File: config.mk
export PLATFORM = sky130hd
export DESIGN_NAME = writeback_unit_flat
export DESIGN_NICKNAME = d
export VERILOG_FILES = /design/src/rtl/writeback_unit_if.sv /design/src/rtl/writeback_unit.sv /design/src/flat_wrapper.sv
export SDC_FILE = /design/constraint.sdc
export NUM_CORES = 1
export LEC_CHECK = 0
export CAP_MARGIN = 10
export CORE_ASPECT_RATIO = 1.75
export CORE_UTILIZATION = 30
export DETAILED_ROUTE_END_ITERATION = 16
export PLACE_DENSITY = 0.59
export SLEW_MARGIN = 10
export SYNTH_ARGS = -nofsm -noshare
export SYNTH_HDL_FRONTEND = slang
export SYNTH_SLANG_ARGS = --single-unit
File: constraint.sdc
create_clock -name clk -period 2.1 [get_ports clk]
set_input_delay 0.42 -clock clk [delete_from_list [all_inputs] [get_ports clk]]
set_output_delay 0.42 -clock clk [all_outputs]
set_load 0.005 [all_outputs]
File: src/rtl/writeback_unit_if.sv
// Memory-stage to writeback handshake bundle: one retiring instruction per accept.
interface writeback_unit_if #(
    parameter int nbits = 32,
    parameter int AW    = 5
);
    logic             MEM_VALID;
    logic             MEM_READY;
    logic [nbits-1:0] MEM_ALU_RES;
    logic [nbits-1:0] MEM_NPC4;
    logic [AW-1:0]    MEM_RD;
    logic [1:0]       MEM_WB_SEL;
    logic [2:0]       MEM_LD_FUNCT3;
    logic             MEM_RF_WE;

    modport master (
        output MEM_VALID, MEM_ALU_RES, MEM_NPC4, MEM_RD, MEM_WB_SEL, MEM_LD_FUNCT3, MEM_RF_WE,
        input  MEM_READY
    );

    modport slave (
        input  MEM_VALID, MEM_ALU_RES, MEM_NPC4, MEM_RD, MEM_WB_SEL, MEM_LD_FUNCT3, MEM_RF_WE,
        output MEM_READY
    );
endinterface

File: src/rtl/writeback_unit.sv
// Writeback stage: selects ALU / load / PC+4 result and drives the register-file write port.
// Optional macro WB_BYPASS_EN adds decode-stage write-through hit outputs.
module writeback_unit #(
    parameter int nbits = 32,
    parameter int AW    = 5
) (
    input  logic                 clk,
    input  logic                 rst,
    writeback_unit_if.slave      mem,
    input  logic                 DMEM_RVALID,
    input  logic [nbits-1:0]     DMEM_RDATA,
    output logic                 RF_WE,
    output logic [AW-1:0]        WR_ADDR,
    output logic [nbits-1:0]     DATAIN,
    output logic                 WB_BUSY
`ifdef WB_BYPASS_EN
    ,
    input  logic [AW-1:0]        RS1_ADDR,
    input  logic [AW-1:0]        RS2_ADDR,
    output logic                 FWD1_HIT,
    output logic                 FWD2_HIT
`endif
);

    typedef enum logic {
        IDLE,
        WAIT_LOAD
    } state_t;

    localparam logic [1:0] SEL_LOAD = 2'b01;
    localparam logic [1:0] SEL_NPC4 = 2'b10;

    state_t state_q, state_d;

    logic [AW-1:0]    rd_p0;
    logic [1:0]       wb_sel_p0;
    logic [2:0]       funct3_p0;
    logic             rf_we_p0;
    logic [nbits-1:0] npc4_p0;
    logic [nbits-1:0] alu_p0;

    logic             rf_we_d;
    logic [AW-1:0]    wr_addr_d;
    logic [nbits-1:0] datain_d;
    logic             accept;

    // Byte/halfword lane select plus sign or zero extension; undefined funct3 returns the word.
    function automatic logic [nbits-1:0] load_extract(
        input logic [2:0]       f3,
        input logic [1:0]       off,
        input logic [nbits-1:0] word
    );
        logic [7:0]  b;
        logic [15:0] h;
        case (off)
            2'd0:    b = word[7:0];
            2'd1:    b = word[15:8];
            2'd2:    b = word[23:16];
            default: b = word[31:24];
        endcase
        h = off[1] ? word[31:16] : word[15:0];
        case (f3)
            3'b000:  return {{(nbits-8){b[7]}}, b};
            3'b001:  return {{(nbits-16){h[15]}}, h};
            3'b100:  return {{(nbits-8){1'b0}}, b};
            3'b101:  return {{(nbits-16){1'b0}}, h};
            default: return word;
        endcase
    endfunction

    function automatic logic [nbits-1:0] result_sel(
        input logic [1:0]       sel,
        input logic [nbits-1:0] alu,
        input logic [nbits-1:0] npc4,
        input logic [nbits-1:0] ld
    );
        case (sel)
            SEL_LOAD: return ld;
            SEL_NPC4: return npc4;
            default:  return alu;
        endcase
    endfunction

    assign mem.MEM_READY = (state_q == IDLE);
    assign WB_BUSY       = (state_q == WAIT_LOAD);
    assign accept        = mem.MEM_VALID && mem.MEM_READY;

    always_comb begin
        state_d   = state_q;
        rf_we_d   = 1'b0;
        wr_addr_d = WR_ADDR;
        datain_d  = DATAIN;
        case (state_q)
            IDLE: begin
                if (accept) begin
                    if (mem.MEM_WB_SEL == SEL_LOAD) begin
                        state_d = WAIT_LOAD;
                    end else begin
                        rf_we_d   = mem.MEM_RF_WE && (mem.MEM_RD != '0);
                        wr_addr_d = mem.MEM_RD;
                        datain_d  = result_sel(mem.MEM_WB_SEL, mem.MEM_ALU_RES, mem.MEM_NPC4, '0);
                    end
                end
            end
            WAIT_LOAD: begin
                // A response in the accept cycle is impossible: we only get here one edge later.
                if (DMEM_RVALID) begin
                    rf_we_d   = rf_we_p0 && (rd_p0 != '0);
                    wr_addr_d = rd_p0;
                    datain_d  = result_sel(wb_sel_p0, alu_p0, npc4_p0,
                                           load_extract(funct3_p0, alu_p0[1:0], DMEM_RDATA));
                    state_d   = IDLE;
                end
            end
            default: state_d = IDLE;
        endcase
    end

    // p0: captured instruction fields and registered write port
    always_ff @(posedge clk or negedge rst) begin
        if (!rst) begin
            state_q   <= IDLE;
            RF_WE     <= 1'b0;
            WR_ADDR   <= '0;
            DATAIN    <= '0;
            rd_p0     <= '0;
            wb_sel_p0 <= '0;
            funct3_p0 <= '0;
            rf_we_p0  <= 1'b0;
            npc4_p0   <= '0;
            alu_p0    <= '0;
        end else begin
            state_q <= state_d;
            RF_WE   <= rf_we_d;
            WR_ADDR <= wr_addr_d;
            DATAIN  <= datain_d;
            if (accept) begin
                rd_p0     <= mem.MEM_RD;
                wb_sel_p0 <= mem.MEM_WB_SEL;
                funct3_p0 <= mem.MEM_LD_FUNCT3;
                rf_we_p0  <= mem.MEM_RF_WE;
                npc4_p0   <= mem.MEM_NPC4;
                alu_p0    <= mem.MEM_ALU_RES;
            end
        end
    end

`ifdef WB_BYPASS_EN
    assign FWD1_HIT = RF_WE && (WR_ADDR == RS1_ADDR);
    assign FWD2_HIT = RF_WE && (WR_ADDR == RS2_ADDR);
`endif

endmodule

File: src/flat_wrapper.sv
// flat-port wrapper written by rule: the top's interface ports become plain ports
module writeback_unit_flat 
#(
    parameter int nbits = 32,
    parameter int AW    = 5
)
  (clk, rst, DMEM_RVALID, DMEM_RDATA, RF_WE, WR_ADDR, DATAIN, WB_BUSY, mem_MEM_VALID, mem_MEM_ALU_RES, mem_MEM_NPC4, mem_MEM_RD, mem_MEM_WB_SEL, mem_MEM_LD_FUNCT3, mem_MEM_RF_WE, mem_MEM_READY);
  writeback_unit_if #(.nbits(nbits), .AW(AW)) mem_i ();
  input  logic clk;
  input  logic rst;
  input  logic DMEM_RVALID;
  input  logic [nbits-1:0] DMEM_RDATA;
  output logic RF_WE;
  output logic [AW-1:0] WR_ADDR;
  output logic [nbits-1:0] DATAIN;
  output logic WB_BUSY;
  input wire logic [$bits(mem_i.MEM_VALID)-1:0] mem_MEM_VALID;
  input wire logic [$bits(mem_i.MEM_ALU_RES)-1:0] mem_MEM_ALU_RES;
  input wire logic [$bits(mem_i.MEM_NPC4)-1:0] mem_MEM_NPC4;
  input wire logic [$bits(mem_i.MEM_RD)-1:0] mem_MEM_RD;
  input wire logic [$bits(mem_i.MEM_WB_SEL)-1:0] mem_MEM_WB_SEL;
  input wire logic [$bits(mem_i.MEM_LD_FUNCT3)-1:0] mem_MEM_LD_FUNCT3;
  input wire logic [$bits(mem_i.MEM_RF_WE)-1:0] mem_MEM_RF_WE;
  output wire logic [$bits(mem_i.MEM_READY)-1:0] mem_MEM_READY;
  assign mem_i.MEM_VALID = mem_MEM_VALID;
  assign mem_i.MEM_ALU_RES = mem_MEM_ALU_RES;
  assign mem_i.MEM_NPC4 = mem_MEM_NPC4;
  assign mem_i.MEM_RD = mem_MEM_RD;
  assign mem_i.MEM_WB_SEL = mem_MEM_WB_SEL;
  assign mem_i.MEM_LD_FUNCT3 = mem_MEM_LD_FUNCT3;
  assign mem_i.MEM_RF_WE = mem_MEM_RF_WE;
  assign mem_MEM_READY = mem_i.MEM_READY;
  writeback_unit #(.nbits(nbits), .AW(AW)) u_core (.clk(clk), .rst(rst), .mem(mem_i), .DMEM_RVALID(DMEM_RVALID), .DMEM_RDATA(DMEM_RDATA), .RF_WE(RF_WE), .WR_ADDR(WR_ADDR), .DATAIN(DATAIN), .WB_BUSY(WB_BUSY));
endmodule
==> reports/metrics.cfg <==
[outcome]
outcome=finished clean

[power]
total_leakage_power_uw=0.00391
power.share.sequential_pct=36.5
switchingPower_uw=2460
power.share.switching_pct=30.8
share_of_power_burned_in_the_clock_network_pct=35.2
power.density_cell_area_mw_per_mm2=908
p_int_uw=5530
power.ir.vdd_worst_uv=534
share_comb_of_total_power_pct=28.3

[synthesis]
synth-edff-count=0
ys.flop_type=sky130_fd_sc_hd__dfrtp_1
synth.area.mux_share_pct=9.04
main_combinational_cell_family_by_area_after_synthesis=compound AO/OA/AOI/OAI gates
synth.net_count=782
yosys.area_share.adder_pct=0.409
synth.most_common_cell=sky130_fd_sc_hd__nand2_1
yosysTopAreaCellShare_pct=46.7
synthesized_area_fraction_occupied_by_ao_oa_aoi_and_oai_cells_pct=20.8
post_synth_instance_area_mm2=0.00611
post-synth-top-area-cell=sky130_fd_sc_hd__dfrtp_1
ys_warns=0
avgSynthCellArea_um2=9.14
synth_seq_cells=114
yosys-top-cells-area=sky130_fd_sc_hd__dfrtp_1 (47%), sky130_fd_sc_hd__nand2_1 (14%), sky130_fd_sc_hd__mux2_2 (4.4%)
synth_cells=669
postSynth.asyncResetShare_pct=100
netlist-cell-type-count=48
synthXorXnorAreaFrac_pct=0
post_synth_and_or_nand_nor_area_fraction_pct=18.8
synth-seq-area-share_pct=46.7
netlist_top_cells_count=sky130_fd_sc_hd__nand2_1 (229), sky130_fd_sc_hd__dfrtp_1 (114), sky130_fd_sc_hd__clkbuf_1 (42), sky130_fd_sc_hd__nor2_1 (28), sky130_fd_sc_hd__mux2i_1 (26)

[die]
chipWidth_um=110
design.die.area_mm2=0.0210
dieHeight_um=191
io-pin-count=151
design.core.area_mm2=0.0198
fp_rows=68
initial_utilization_pct=30.8

[clock_tree]
numCtsBuffers=17
cts_max_path_buffers=2
cts_root_buffer=sky130_fd_sc_hd__clkbuf_16
clk_transition_reported_paths_ps=50
cts.sink_count=114
htree_num_levels=4
clock_tree_from_tritoncts=built
clock_insertion_delay_worst_skew_ps=410

[route]
routed-via-count=5952
routed_via_density=5.42
wire_per_inst_um=20.5
postRouteAntennaNets=0
drc=0
routed_wirelength_mm=22.5
drt_pre_antenna_iters=8
drtIter0Drc=391

[finish]
postLayoutCellArea_mm2=0.00880
final_cell_count_no_fill=1098
finalNetCount=953
share_of_post_route_cells_with_drive_strength_above_1_pct=15.3
area_growth_syn_to_layout_pct=44.0
fillerInstances=1958

[timing]
clock-skew-final_ps=9.61
min_period_over_period_pct=93.3
worst_pin_slew_ps=567
finalHoldWorstSlack_ps=468
fmax_ghz=0.510
hold_violations=0
rsz0062_at_grt=no
report.final.slew_viol_count=0
final_period_minus_worst_setup_slack_ps=1960
fin_setup_tns_ps=0
max-slew-margin-rel_pct=62.2
finalSetupViolCount=0

[place]
post-dp-hpwl_mm=16.4
placed_cells_incl_taps=1061
global_placer_s_final_weighted_congestion=0.876
placed_cell_areas_mm2=0.00820
place.port_buffers=150

[grt]
globalRouteTotalUtil_pct=22.2
grt_remaining_overflow=0
grt_pass1_wl_mm=34.3
maximum_number_of_pins_on_one_net_before_global_route_repair=70
grt_pass1_vias=6132
grt_antenna_before_repair=1

[setup_path]
worst-endpoint-arrival_ps=2250
worst-path-buf-inv=1
timing.critical_path.max_delay_family=compound AO/OA/AOI/OAI gates
worstSetupPathType=in -> reg
worstPathRequired_ps=2390
critical_path_peak_fanout=16
cp_slowest_cell=sky130_fd_sc_hd__clkdlybuf4s50_1
critical-path-max-stage-delay_ps=560
path_cells=clkdlybuf4s50_1 -> mux2i_1 -> mux4_2 -> o211a_4 -> a221oi_1
critical_path.startpoint_type=input pin
cp-end-kind=flop

[job]
maxCapViolations=0

[worst_hold_path]
hold_path_class=reg -> reg

-- registers in the layout, indices dropped and copies added (netlist names) --
| register | count |
|---|---|
| u_core.DATAIN | 32 |
| u_core.RF_WE | 1 |
| u_core.WB_BUSY | 1 |
| u_core.WR_ADDR | 5 |
| u_core.alu_p0 | 32 |
| u_core.funct3_p0 | 3 |
| u_core.npc4_p0 | 32 |
| u_core.rd_p0 | 5 |
| u_core.rf_we_p0 | 1 |
| u_core.wb_sel_p0 | 2 |
-- per-layer routing --
layer	share of wire [%]	GRT usage, %	up-vias
li1	-	-	2755
met1	38	25.6	2913
met2	52	37.7	226
met3	5.1	2.90	58
met4	4.9	14.5	0
met5	0	0	-
-- worst reg2reg max path: cells and delay by family, from the launching register on --
| family | cells | cell delay (ps) |
|---|---|---|
| compound gates | 2 | 690 |
| buf+inv | 1 | 150 |
| mux | 1 | 520 |
| flops | 1 | 450 |
-- layout make-up --
class                      instances  area [um^2]  area share (%)
inverter                          11         41.3           0.469
tap                              245          307            3.48
timing repair buffer             205         2010            22.9
clock buffer                      17          425            4.83
sequential                       114         2850            32.4
antenna                            1         2.50          0.0284
multi-input combinational        491         3020            34.3
clock inverter                    14          141            1.61
-- cells in the final DEF (no fill, tap or decap), types with 7 or more instances in the layout --
master	instances
sky130_fd_sc_hd__buf_4	47
sky130_fd_sc_hd__clkdlybuf4s50_1	149
sky130_fd_sc_hd__inv_1	10
sky130_fd_sc_hd__a221oi_2	10
sky130_fd_sc_hd__o21ai_0	18
sky130_fd_sc_hd__a22oi_1	7
sky130_fd_sc_hd__o221ai_1	15
sky130_fd_sc_hd__mux2i_1	26
sky130_fd_sc_hd__dfrtp_1	113
sky130_fd_sc_hd__buf_12	8
sky130_fd_sc_hd__o22ai_1	19
sky130_fd_sc_hd__a222oi_1	16
sky130_fd_sc_hd__clkbuf_16	17
sky130_fd_sc_hd__mux2_2	24
sky130_fd_sc_hd__o2bb2ai_1	7
sky130_fd_sc_hd__nand2_1	228
sky130_fd_sc_hd__nor2_1	28
sky130_fd_sc_hd__o211a_1	8
sky130_fd_sc_hd__a221oi_1	15
sky130_fd_sc_hd__a21oi_1	8
-- power groups by stage --
stage               clock network (uW)  logic (uW)  registers, uW
CTS                               2860        2280           2920
floorplan                            0        1060           2860
detailed placement                   0        2250           2950
finish                            2810        2260           2910
global route                      2960        2460           2960
global placement                     0        2220           2960
-- worst paths after layout --
check	depth (start not counted)	start	slack [ps]	to
max	5	DMEM_RDATA[15]	140	u_core.DATAIN[19]
min	2	u_core.alu_p0[30]	470	u_core.alu_p0[30]
max reg2reg	4	u_core.alu_p0[1]	190	u_core.DATAIN[19]
min reg2reg	2	u_core.alu_p0[30]	470	u_core.alu_p0[30]
max in group asynchronous	3	rst	1000	u_core.npc4_p0[11]
min in group asynchronous	2	rst	500	u_core.npc4_p0[24]
-- logic make-up after synthesis --
family / after synthesis
AO/OA/AOI/OAI: 152
adder cells (fa/ha/maj): 2
buffers and inverters: 64
flip-flops: 114
multiplexers: 51
AND/OR/NAND/NOR: 286
-- through the flow --
stage	power (uW)	util [%]	worst slack, ps
floorplan	3920	-	261
global placement	5170	41.3	-194
detailed placement	5200	41.3	-265
CTS	8050	44.4	169
global route	8380	44.4	40.0
finish	7990	44.4	141
-- timing repair --
action	in CTS	in global routing
resized for setup	0	0
endpoints found under the hold margin	28	0
hold buffers	1	0
setup buffers	4	0
setup endpoints to repair	1	0
No activity file was read; power rests on OpenSTA's default activity.
